**config.mk**
```make
export PLATFORM = sky130hd
export DESIGN_NAME = id_decode_stage
export DESIGN_NICKNAME = d
export VERILOG_FILES = /design/src/rtl/id_decode_stage.sv
export SDC_FILE = /design/constraint.sdc
export NUM_CORES = 1
export LEC_CHECK = 0
export ABC_AREA = 1
export CAP_MARGIN = 20
export CORE_MARGIN = 10
export CORE_UTILIZATION = 45
export CTS_BUF_LIST = sky130_fd_sc_hd__clkbuf_8
export DETAILED_ROUTE_END_ITERATION = 7
export PLACE_DENSITY = 0.63
export SLEW_MARGIN = 10
export SYNTH_ARGS = -nofsm -noshare
export SYNTH_HDL_FRONTEND = slang
export SYNTH_SLANG_ARGS = --single-unit
```
**constraint.sdc**
```tcl
create_clock -name clk -period 33 [get_ports clk]
set_clock_uncertainty 0.05 [all_clocks]
set_input_delay 6.6 -clock clk [delete_from_list [all_inputs] [get_ports clk]]
set_output_delay 6.6 -clock clk [all_outputs]
set_load 0.02 [all_outputs]
```
**src/rtl/id_decode_stage.sv**
```systemverilog
// rtl/id_decode_stage.sv - instruction decode stage: condition check, control decode, register file (optional ID_RF_BYPASS_EN)
module id_decode_stage (
  input  logic        clk,
  input  logic        rst,
  input  logic [31:0] Instruction,
  input  logic [31:0] Result_WB,
  input  logic        writeBackEn,
  input  logic [3:0]  Dest_wb,
  input  logic        hazard,
  input  logic [3:0]  SR,
  output logic        WB_EN,
  output logic        MEM_R_EN,
  output logic        MEM_W_EN,
  output logic        B,
  output logic        S,
  output logic [3:0]  EXE_CMD,
  output logic [31:0] Val_Rn,
  output logic [31:0] Val_Rm,
  output logic        imm,
  output logic [11:0] Shift_operand,
  output logic [23:0] Signed_imm_24,
  output logic [3:0]  Dest,
  output logic [3:0]  src1,
  output logic [3:0]  src2,
  output logic        Two_src
);

  logic [3:0]  cond;
  logic [1:0]  mode;
  logic [3:0]  opcode;
  logic        s_bit;
  logic        flag_n, flag_z, flag_c, flag_v;
  logic        cond_pass;
  logic        wb_raw, mr_raw, mw_raw, b_raw, s_raw;
  logic [3:0]  cmd_raw;
  logic        gate;
  logic [31:0] rf [0:14];

  assign cond   = Instruction[31:28];
  assign mode   = Instruction[27:26];
  assign opcode = Instruction[24:21];
  assign s_bit  = Instruction[20];
  assign {flag_n, flag_z, flag_c, flag_v} = SR;

  assign imm           = Instruction[25];
  assign Shift_operand = Instruction[11:0];
  assign Signed_imm_24 = Instruction[23:0];
  assign Dest          = Instruction[15:12];

  // Evaluate the condition field against the status flags
  always_comb begin
    cond_pass = 1'b0;
    case (cond)
      4'b0000: cond_pass = flag_z;
      4'b0001: cond_pass = ~flag_z;
      4'b0010: cond_pass = flag_c;
      4'b0011: cond_pass = ~flag_c;
      4'b0100: cond_pass = flag_n;
      4'b0101: cond_pass = ~flag_n;
      4'b0110: cond_pass = flag_v;
      4'b0111: cond_pass = ~flag_v;
      4'b1000: cond_pass = flag_c & ~flag_z;
      4'b1001: cond_pass = ~flag_c | flag_z;
      4'b1010: cond_pass = (flag_n == flag_v);
      4'b1011: cond_pass = (flag_n != flag_v);
      4'b1100: cond_pass = ~flag_z & (flag_n == flag_v);
      4'b1101: cond_pass = flag_z | (flag_n != flag_v);
      4'b1110: cond_pass = 1'b1;
      default: cond_pass = 1'b0;
    endcase
  end

  // Decode mode/opcode into raw (ungated) control bits
  always_comb begin
    wb_raw  = 1'b0;
    mr_raw  = 1'b0;
    mw_raw  = 1'b0;
    b_raw   = 1'b0;
    s_raw   = 1'b0;
    cmd_raw = 4'b0000;
    case (mode)
      2'b00: begin
        s_raw = s_bit;
        case (opcode)
          4'b1101: begin cmd_raw = 4'b0001; wb_raw = 1'b1; end
          4'b1111: begin cmd_raw = 4'b1001; wb_raw = 1'b1; end
          4'b0100: begin cmd_raw = 4'b0010; wb_raw = 1'b1; end
          4'b0101: begin cmd_raw = 4'b0011; wb_raw = 1'b1; end
          4'b0010: begin cmd_raw = 4'b0100; wb_raw = 1'b1; end
          4'b0110: begin cmd_raw = 4'b0101; wb_raw = 1'b1; end
          4'b0000: begin cmd_raw = 4'b0110; wb_raw = 1'b1; end
          4'b1100: begin cmd_raw = 4'b0111; wb_raw = 1'b1; end
          4'b0001: begin cmd_raw = 4'b1000; wb_raw = 1'b1; end
          4'b1010: cmd_raw = 4'b0100;
          4'b1000: cmd_raw = 4'b0110;
          default: s_raw = 1'b0;
        endcase
      end
      2'b01: begin
        if (opcode == 4'b0100) begin
          cmd_raw = 4'b0010;
          if (s_bit) begin
            mr_raw = 1'b1;
            wb_raw = 1'b1;
          end else begin
            mw_raw = 1'b1;
          end
        end
      end
      2'b10: b_raw = 1'b1;
      default: ;
    endcase
  end

  // A failed condition or a stall squashes every control bit
  assign gate     = cond_pass & ~hazard;
  assign WB_EN    = wb_raw & gate;
  assign MEM_R_EN = mr_raw & gate;
  assign MEM_W_EN = mw_raw & gate;
  assign B        = b_raw & gate;
  assign S        = s_raw & gate;
  assign EXE_CMD  = gate ? cmd_raw : 4'b0000;

  // Stores read Rd as their data source, so source selection uses the ungated store bit
  assign src1    = Instruction[19:16];
  assign src2    = mw_raw ? Instruction[15:12] : Instruction[3:0];
  assign Two_src = ~imm | mw_raw;

  // Register file update; reset loads each register with its own index
`ifdef ID_RF_BYPASS_EN
  always_ff @(posedge clk or posedge rst) begin
`else
  always_ff @(negedge clk or posedge rst) begin
`endif
    if (rst) begin
      for (int i = 0; i < 15; i++) rf[i] <= 32'(i);
    end else if (writeBackEn) begin
      for (int i = 0; i < 15; i++)
        if (Dest_wb == 4'(i)) rf[i] <= Result_WB;
    end
  end

  // Combinational operand reads; index 15 has no storage and reads as zero
  always_comb begin
    Val_Rn = 32'h0;
    Val_Rm = 32'h0;
    for (int i = 0; i < 15; i++) begin
      if (src1 == 4'(i)) Val_Rn = rf[i];
      if (src2 == 4'(i)) Val_Rm = rf[i];
    end
`ifdef ID_RF_BYPASS_EN
    if (writeBackEn && (Dest_wb != 4'hF) && (src1 == Dest_wb)) Val_Rn = Result_WB;
    if (writeBackEn && (Dest_wb != 4'hF) && (src2 == Dest_wb)) Val_Rm = Result_WB;
`endif
  end

endmodule

```
==> results.toml <==
[run_status]
run_status = "finished, final reports clean"

[critical_path]
path_depth = 11
critPathMaxFanout = 3
path_buf_inv = 1
start_kind = "flip-flop"
cp.arrival_ps = 19580
reg2reg_slack_ps = 32130
critical-path-top-delay-family = "compound AO/OA/AOI/OAI gates"
worstPathCellList = "nand3_1 > nand2_1 > a21oi_1 > o2111ai_1 > o21ai_0 > o2111ai_1 > o21ai_0 > nand3_1 > o21ai_0 > nand4_1 > clkdlybuf4s50_1"
crit_type = "flip-flop to output port"
slowest_stage = "clkdlybuf4s50_1"
rr_worst_depth = 2
worstPathRequired_ps = 26350
worstSetupEndpointType = "output port"
max_stage_delay_ps = 600
crit_top_cell = "o21ai_0"

[hold_path]
hold_path_class = "flip-flop to flip-flop"
hold_depth = 2

[power]
p_per_area_mw_per_mm2 = 60.28
p_int_mw = 1.159
p_sw_share_pct = 33.13
p_clk_share_pct = 33.1
p_sw_mw = 0.5740
leakage_nw = 12.90
seqPwrFrac_pct = 47.6
power_mw = 1.733
peakVddDrop_v = 0.00003555
power_frac_comb_pct = 19.3

[layout]
regMostFlops = "rf"
largest_reg_flops = 480
final-seq-area_sq_mm = 0.01205
fin_util_pct = 52.27
fill_cells = 5222
final_layout_size_suffix_gt1_share_pct = 7.329
largestRegisters = "rf: 480 flops"
multi_input_area_sq_mm = 0.01112
finish.net_count = 3502
area_delta_synth_final_pct = 15.06

[synthesis]
yosysTopAreaCellShare_pct = 45.28
synth_area_leaders = "dfrtn_1, nand2_1, o21ai_0"
async_flop_share_pct = 100.0
synth_cells = 3369
ys_warn_count = 0
yosysMostFrequentCell = "nand2_1"
synth_seq_area_share_pct = 48.22
synth_edf_count = 0
post_synth.cell_area_avg_sq_um = 7.415
syn_area_sq_mm = 0.02498
ys_types = 35
ys.flop_type = "dfrtn_1"
synth.net_count = 3445
yosys.area.top_type = "dfrtn_1"
yosys-top-cells-count = "nand2_1, o21ai_0, dfrtn_1"
synth_seq_cells = 480

[routing]
drcViolationCount = 0
wl_mm = 88.28
vias = 24380
via_per_inst = 5.744
ant_nets = 0
first_iter_violations = 2781
avgRoutedWirePerCell_um = 20.80
first_pass_iters = 8

[clock_network]
cts_num_sinks = 480
clkLatencyLatePin_ps = 620
cts_max_level = 3
cts_buffers = 85
postCtsSetupBuffers = 0
clkTransAtPathRegs_ps = 40
post_cts_resized = 0
hold_buffers = 0
cts.path.max_buffers = 3
cts-root-buf = "clkbuf_8"
cts_tree = "built"

[sta]
worst_pin_slew_ps = 1074
maxSlewHeadroom_pct = 28.40
rsz0062_at_grt = "false"
slew_viol_final = 0
setup-violations-final = 0
hold_viol_final = 0
tns_ps = 0

[die]
fp.dieH_um = 255.6
pin_count = 199
fp.coreArea_sq_mm = 0.05499
start_util_pct = 45.43
std_cell_rows = 86
die_w_um = 255.6
die-area_sq_mm = 0.06534

[placed_design]
routabilityCongestion = 0.8978
port_buffers = 174
dpl.hpwl_mm = 54.52

[global_route]
track_usage_pct = 26.38
grt_pass1_wl_mm = 137.6
antenna_found_initial = 3
grt_overflow_total = 0
grt_max_degree = 181
grt_pass1_vias = 23550

[flow_run]
max_cap_viol_count = 0
## routing by layer
| metal | vias to the layer above | routed length [um] | GRT usage (%) |
|---|---|---|---|
| met5 | - | 0 | 0 |
| met4 | 0 | 2713 | 9.539 |
| met3 | 210 | 8687 | 5.697 |
| met2 | 1275 | 39100 | 40.11 |
| met1 | 11680 | 37780 | 36.45 |
| li1 | 11210 | - | - |
## metrics by stage
| step | cells | setup slack (ps) | area (sq um) | hold slack, ps |
|---|---|---|---|---|
| 2_1_floorplan | 3369 | 3585 | 24980 | 363.5 |
| 3_3_place_gp | 4058 | 7047 | 26870 | 376.3 |
| 3_5_place_dp | 4058 | 6942 | 26870 | 383.1 |
| 4_1_cts | 4239 | 6806 | 28690 | 384.6 |
| 5_1_grt | 4243 | 6528 | 28740 | 402.0 |
| 6_report | 4244 | 6770 | 28740 | 383.4 |
## worst reg2reg max path: stages (launching register included)
cell and delay [ps]:
dfstp_2 530, nor2_1 50, a21oi_1 160
## power by group through the flow
stage,combinational [mW],clock (mW),sequential [mW]
after floorplan,0.216,0.00537,0.806
after global placement,0.322,0.00537,0.822
after detailed placement,0.332,0.00537,0.828
after CTS,0.334,0.582,0.821
after global routing,0.377,0.611,0.840
final,0.335,0.573,0.825
## cells by family (layout without fill, tap and decap cells)
logic type      Yosys count  count (layout)  share of synthesized area [%]
flops                   480             480                          48.22
compound gates          663             663                          13.90
xor+xnor                  1               1                        0.03507
other cells               0               3                              0
simple gates           1768            1768                          30.05
buf+inv                 457             581                          7.789
## layout by cell type, fill, tap and decap left out, types with 2 or more instances in the layout
master           instances
a21oi_1                140
and3_1                   2
buf_12                   3
buf_4                   45
clkbuf_8               107
clkdlybuf4s50_1        174
clkinv_1                 9
clkinv_2                 5
clkinvlp_4               4
dfrtn_1                452
dfstp_2                 28
diode_2                  3
inv_1                  221
inv_2                    8
inv_6                    2
inv_8                    2
nand2_1                996
nand2_2                 14
nand3_1                254
nand3_2                  5
nand4_1                154
nor2_1                 302
nor2_2                  11
nor2_4                   9
nor3_1                   6
nor4_4                   4
o2111ai_1               37
o21ai_0                482
or2_2                    3
## worst paths after layout
path | start | to
setup reg to reg | rf[129]$_DFFE_NP1P_ | rf[129]$_DFFE_NP1P_
min in group asynchronous | rst | rf[33]$_DFFE_NP0P_
hold / removal | rf[103]$_DFFE_NP0P_ | rf[103]$_DFFE_NP0P_
max in group asynchronous | rst | rf[368]$_DFFE_NP0P_
setup / recovery | rf[469]$_DFFE_NP0P_ | Val_Rn[21]
hold reg to reg | rf[103]$_DFFE_NP0P_ | rf[103]$_DFFE_NP0P_
## final cells by class
type                    instances  area share [%]
clock inverters                75           1.219
clock buffers                 107           5.124
repair buffers                222           7.444
multi-input cells            2432           38.69
flip-flops and latches        480           41.91
inverters                     177           2.325
diodes                          3         0.02612
well taps                     748           3.256
(Power assumes the default switching activity.)
